$ cat src/rtl/fsk_modulator.sv
// Byte-wide FSK square-wave modulator: LSB-first bits, continuous-phase tones,
// optional alternating preamble enabled by defining FSK_MODULATOR_PREAMBLE_EN.
module fsk_modulator #(
  parameter int FREQUENCY0           = 9000,
  parameter int FREQUENCY1           = 11000,
  parameter int CLOCK_FREQUENCY      = 50000000,
  parameter int HALF_PERIODS_PER_BIT = 8,
  parameter int PREAMBLE_BITS        = 8
) (
  input  logic        clock,
  input  logic        clear,
  input  logic        enable,
  input  logic [7:0]  tx_data,
  input  logic        tx_valid,
  output logic        tx_ready,
  output logic        sample_out,
  output logic        busy,
  output logic        bit_strobe,
  output logic        frame_done,
  output logic [31:0] bytes_sent
);

  localparam logic [31:0] TICKS0 = 32'(CLOCK_FREQUENCY / (2 * FREQUENCY0));
  localparam logic [31:0] TICKS1 = 32'(CLOCK_FREQUENCY / (2 * FREQUENCY1));
  localparam int HALF_W = $clog2(HALF_PERIODS_PER_BIT);
  localparam logic [HALF_W-1:0] HALF_LAST = HALF_W'(HALF_PERIODS_PER_BIT - 1);

  // An odd half-period count would leave the line high between frames.
  if (FREQUENCY1 <= FREQUENCY0 || TICKS0 < 32'd2 || TICKS1 < 32'd2 ||
      HALF_PERIODS_PER_BIT < 2 || (HALF_PERIODS_PER_BIT % 2) != 0 ||
      PREAMBLE_BITS < 1) begin : g_bad_params
    $error("fsk_modulator: illegal parameter set");
  end

  typedef enum logic [1:0] {
    IDLE     = 2'd0,
    DATA     = 2'd1,
    PREAMBLE = 2'd2
  } state_t;

  state_t            state_q, state_d;
  logic [31:0]       tick_q, tick_d;
  logic [HALF_W-1:0] half_q, half_d;
  logic [2:0]        bit_idx_q, bit_idx_d;
  logic [7:0]        shift_q, shift_d;
  logic              sample_q, sample_d;
  logic              busy_q, busy_d;
  logic              strobe_q, strobe_d;
  logic              done_q, done_d;
  logic [31:0]       count_q, count_d;
  logic              cur_bit;
  logic [31:0]       tick_last;

`ifdef FSK_MODULATOR_PREAMBLE_EN
  localparam int PRE_W = (PREAMBLE_BITS > 1) ? $clog2(PREAMBLE_BITS) : 1;
  localparam logic [PRE_W-1:0] PRE_LAST = PRE_W'(PREAMBLE_BITS - 1);
  logic [PRE_W-1:0]  pre_q, pre_d;
`endif

  // NOTE: every signal gets its hold value first so no path can infer a latch.
  always_comb begin
    state_d   = state_q;
    tick_d    = tick_q;
    half_d    = half_q;
    bit_idx_d = bit_idx_q;
    shift_d   = shift_q;
    sample_d  = sample_q;
    busy_d    = busy_q;
    strobe_d  = strobe_q;
    done_d    = done_q;
    count_d   = count_q;
`ifdef FSK_MODULATOR_PREAMBLE_EN
    pre_d     = pre_q;
`endif

    case (state_q)
      DATA:     cur_bit = shift_q[0];
`ifdef FSK_MODULATOR_PREAMBLE_EN
      PREAMBLE: cur_bit = ~pre_q[0];
`endif
      default:  cur_bit = 1'b0;
    endcase
    tick_last = cur_bit ? (TICKS1 - 32'd1) : (TICKS0 - 32'd1);

    // With enable low everything, including pending pulses, simply holds.
    if (enable) begin
      strobe_d = 1'b0;
      done_d   = 1'b0;
      case (state_q)
        IDLE: begin
          if (tx_valid) begin
            shift_d   = tx_data;
            tick_d    = '0;
            half_d    = '0;
            bit_idx_d = '0;
            sample_d  = 1'b0;
            busy_d    = 1'b1;
`ifdef FSK_MODULATOR_PREAMBLE_EN
            pre_d     = '0;
            state_d   = PREAMBLE;
`else
            state_d   = DATA;
`endif
          end
        end
        default: begin
          if (tick_q == tick_last) begin
            tick_d   = '0;
            sample_d = ~sample_q;
            if (half_q == HALF_LAST) begin
              half_d   = '0;
              strobe_d = 1'b1;
              if (state_q == DATA) begin
                shift_d = {1'b0, shift_q[7:1]};
                if (bit_idx_q == 3'd7) begin
                  bit_idx_d = '0;
                  state_d   = IDLE;
                  busy_d    = 1'b0;
                  done_d    = 1'b1;
                  count_d   = count_q + 32'd1;
                end else begin
                  bit_idx_d = bit_idx_q + 3'd1;
                end
              end
`ifdef FSK_MODULATOR_PREAMBLE_EN
              else if (pre_q == PRE_LAST) begin
                pre_d   = '0;
                state_d = DATA;
              end else begin
                pre_d = pre_q + 1'b1;
              end
`endif
            end else begin
              half_d = half_q + 1'b1;
            end
          end else begin
            tick_d = tick_q + 32'd1;
          end
        end
      endcase
    end
  end

  // NOTE: state registers use non-blocking assignments so every flop samples
  // the pre-edge values computed above.
  always_ff @(posedge clock) begin
    if (!clear) begin
      state_q   <= IDLE;
      tick_q    <= '0;
      half_q    <= '0;
      bit_idx_q <= '0;
      shift_q   <= '0;
      sample_q  <= 1'b0;
      busy_q    <= 1'b0;
      strobe_q  <= 1'b0;
      done_q    <= 1'b0;
      count_q   <= '0;
`ifdef FSK_MODULATOR_PREAMBLE_EN
      pre_q     <= '0;
`endif
    end else begin
      state_q   <= state_d;
      tick_q    <= tick_d;
      half_q    <= half_d;
      bit_idx_q <= bit_idx_d;
      shift_q   <= shift_d;
      sample_q  <= sample_d;
      busy_q    <= busy_d;
      strobe_q  <= strobe_d;
      done_q    <= done_d;
      count_q   <= count_d;
`ifdef FSK_MODULATOR_PREAMBLE_EN
      pre_q     <= pre_d;
`endif
    end
  end

  assign tx_ready   = enable && (state_q == IDLE);
  assign sample_out = sample_q;
  assign busy       = busy_q;
  assign bit_strobe = strobe_q && enable;
  assign frame_done = done_q && enable;
  assign bytes_sent = count_q;

endmodule

$ cat config.mk
export PLATFORM = sky130hd
export DESIGN_NAME = fsk_modulator
export DESIGN_NICKNAME = d
export VERILOG_FILES = /design/src/rtl/fsk_modulator.sv
export SDC_FILE = /design/constraint.sdc
export NUM_CORES = 1
export LEC_CHECK = 0
export ABC_AREA = 1
export BUFFER_PORTS_ARGS = -buffer_cell sky130_fd_sc_hd__buf_2
export CAP_MARGIN = 40
export CORE_ASPECT_RATIO = 1.4
export CORE_UTILIZATION = 60
export DETAILED_ROUTE_END_ITERATION = 12
export PLACE_DENSITY = 0.81
export SKIP_CTS_REPAIR_TIMING = 1
export SLEW_MARGIN = 20
export SYNTH_ARGS = -nofsm -noshare
export SYNTH_HDL_FRONTEND = slang
export SYNTH_SLANG_ARGS = --single-unit
$ cat constraint.sdc
create_clock -name clock -period 4.79 [get_ports clock]
set_clock_uncertainty 0.2 [all_clocks]
set_input_delay 0.958 -clock clock [delete_from_list [all_inputs] [get_ports clock]]
set_output_delay 0.958 -clock clock [all_outputs]
set_load 0.005 [all_outputs]
==> flow_summary.ini <==
[synthesis]
syn_area_per_cell_um2 = 6.42
synth-seq-cells = 82
synth_area_leaders = dfxtp_1, nand2_1, nor2_1
seq_area_frac_synth = 0.344
synth_top_family_by_area = simple AND/OR/NAND/NOR gates
synth_top_cell_by_area = dfxtp_1
synthXorXnorAreaFrac = 0.0276
synth-edff-count = 0
synth_cell_types = 40
synth_ff_type = dfxtp_1
synthAdderAreaFrac = 0.0157
muxShareOfSynthArea = 0.0147
synth_top_area_frac = 0.344
syn_area_um2 = 4770
syn_inst = 743
ys_warn_count = 0
syn_nets = 761
async_flop_share = 0
yosys.area_share.simple = 0.433
synth_compound_area_frac = 0.0567

[worst_setup_path]
critPathMaxFanout = 11
slowest_delay_ns = 0.43
rr_startpoint = busy$_SDFFE_PN0P_
worst_r2r_path_depth = 14
crit_type = primary input to flop
r2r_end = tick_q[29]$_SDFFE_PN0P_
cp.arrival_ns = 2.76
critPathRequiredTime_ns = 4.86
r2r_slack_ns = 2.27
end_kind = flop
cp_slowest_cell = nor2_2
path_cells = buf_2 -> inv_1 -> nor2_2 -> inv_1 -> nor2_2 -> nand4_1 -> nor2_1 -> nand3_1 -> nand2_1 -> nor2_1
critPathLaunchType = primary input

[global_routing]
overflow = 0
antenna_found_initial = 0
grt_max_degree = 35
grt_pass1_wl_um = 19900
track_usage = 0.303
grt_pass1_vias = 4525

[sta]
setup_violations = 0
tns_ns = 0
slew_violations = 0
slew_headroom = 0.531
hold_ws_ns = 0.276
hold_violations = 0
rsz0062_at_grt = no
tightestPinTransition_ns = 0.697
max_freq_mhz = 372
fin_crit_sh = 0.560
min_period_ns = 2.68

[route]
drtIter0Drc = 274
vias = 4828
routed_wl_um = 11900
ant_nets = 0
drc = 0
drt_first_pass_iters = 5
wl_per_cell_um = 13.4
vias_per_cell = 5.43

[clocking]
insertion_delay_ns = 0.37
htree_levels = 3
clk_path_buf_depth = 2
clock-sinks = 82
cts_root_buf = clkbuf_8
cts_buffers = 9
cts_tree = built
clkTransAtPathRegs_ns = 0.08

[placement]
io_buffer_count = 48
placed_area_um2 = 5020
gp_congestion = 0.917
hpwl_um = 8780

[power]
cellPowerDensity_nw_per_um2 = 253
p_leak_nw = 2.25
peakVddDrop_mv = 0.210

[finish]
drive_gt1_frac = 0.118
post-route-util = 0.682
syn_to_final_growth_pct = 10.2
diodes = 0
fin_nets = 802
stdcell_area_um2 = 5250
num-fill-cells = 720

[die]
fp.dieArea_um2 = 8310
initial_utilization = 0.619
ios = 49
die_x_um = 77.3
core.rowCount = 38
die_h_um = 107
core-area_um2 = 7700

[min_path]
hold_end = strobe_q$_SDFFE_PN0P_
min-delay-start = strobe_q$_SDFFE_PN0P_
holdCritPathClass = flop to flop
holdPathStages = 2

[job]
maxCapViolCount = 0

[run_status]
outcome = finished clean
through the flow:
stage,power [W],instances,setup slack (ns)
2_1_floorplan,0.000775,743,2.43
3_3_place_gp,0.000787,871,1.81
3_5_place_dp,0.000791,872,1.73
4_1_cts,0.00133,888,1.87
5_1_grt,0.00138,889,1.85
6_report,0.00133,889,2.11
cell families (layout without fill, tap and decap cells):
| kind of cell | count (synthesis) | after routing |
|---|---|---|
| XOR/XNOR | 15 | 15 |
| buffers and inverters | 122 | 168 |
| AO/OA/AOI/OAI | 49 | 49 |
| adder cells (fa/ha/maj) | 6 | 6 |
| AND/OR/NAND/NOR | 462 | 462 |
| multiplexers | 7 | 7 |
| flip-flops | 82 | 82 |
state kept, by name, summed over array words and instances, names as in the netlist, 3 cells and up:
| name | flops |
|---|---|
| half_q | 3 |
| bit_idx_q | 3 |
| bytes_sent | 32 |
| tick_q | 32 |
| shift_q | 8 |
power by group:
| part | internal [W] | leakage [nW] | switching, W |
|---|---|---|---|
| clock network | 0.000299 | 0.110 | 0.000254 |
| registers | 0.000690 | 0.662 | 0.00000701 |
| logic | 0.0000268 | 1.48 | 0.0000545 |
cell type report:
cell class	count	area [um2]	area share
Timing Repair Buffer	51	278	0.0529
Clock buffer	15	186	0.0355
Sequential cell	82	1640	0.313
Inverter	101	379	0.0722
Multi-Input combinational cell	539	2610	0.497
Clock inverter	1	30.0	0.00572
Tap cell	100	125	0.0238
placed cells by master (no fill, tap or decap), types with 2 or more instances in the layout:
| cell type | count |
|---|---|
| inv_1 | 95 |
| nand4_1 | 31 |
| clkinv_1 | 3 |
| nand2_1 | 169 |
| nand3_1 | 69 |
| nor2_2 | 9 |
| nand2_2 | 4 |
| nor2_1 | 146 |
| buf_8 | 2 |
| o21ai_1 | 2 |
| a21oi_1 | 24 |
| buf_2 | 48 |
| xor2_1 | 15 |
| clkbuf_1 | 2 |
| clkbuf_8 | 13 |
| nor3b_1 | 5 |
| o21ai_0 | 13 |
| nor4_1 | 2 |
| nor2_4 | 4 |
| dfxtp_1 | 82 |
| ha_1 | 6 |
| nor3_1 | 14 |
| a21o_1 | 3 |
| o21bai_1 | 3 |
| inv_2 | 3 |
| mux2i_1 | 7 |
worst max path at each step:
| stage | startpoint | to | slack, ns | cells past startpoint |
|---|---|---|---|---|
| after floorplan | enable | tick_q[23]$_SDFFE_PN0P_ | 2.43 | 10 |
| after global placement | enable | tick_q[23]$_SDFFE_PN0P_ | 1.81 | 10 |
| after detailed placement | enable | tick_q[23]$_SDFFE_PN0P_ | 1.73 | 10 |
| after CTS | busy$_SDFFE_PN0P_ | tick_q[29]$_SDFFE_PN0P_ | 1.87 | 13 |
| after global routing | enable | tick_q[23]$_SDFFE_PN0P_ | 1.85 | 10 |
| final | enable | tick_q[23]$_SDFFE_PN0P_ | 2.11 | 10 |
metal layers:
layer  track usage  up-vias  routed length, um
met5             0        -                  0
met4         0.194        0                616
met3        0.0712       48                545
met2         0.548      145               6190
met1         0.309     2194               4590
li1              -     2441                  -
synth_stat cells, types with 2 or more instances:
cell	instances
nor2_1	146
nor3b_1	5
a21oi_1	24
inv_2	3
nor3_1	14
o21ai_1	2
nor2_2	9
buf_2	5
nor4_1	2
xor2_1	15
ha_1	6
mux2i_1	7
buf_4	5
o21ai_0	13
o21bai_1	3
inv_1	95
a21o_1	3
nand2_2	4
dfxtp_1	82
clkbuf_1	4
clkinv_1	3
nand2_1	169
buf_1	3
nand3_1	69
nand4_1	31
buf_6	4
nor2_4	4
worst max-delay path, delay by kind of cell:
| kind | cells | cell delay (ns) |
|---|---|---|
| buf+inv | 3 | 0.55 |
| simple gates | 7 | 1.26 |
Power figures use the tool's default switching activity.
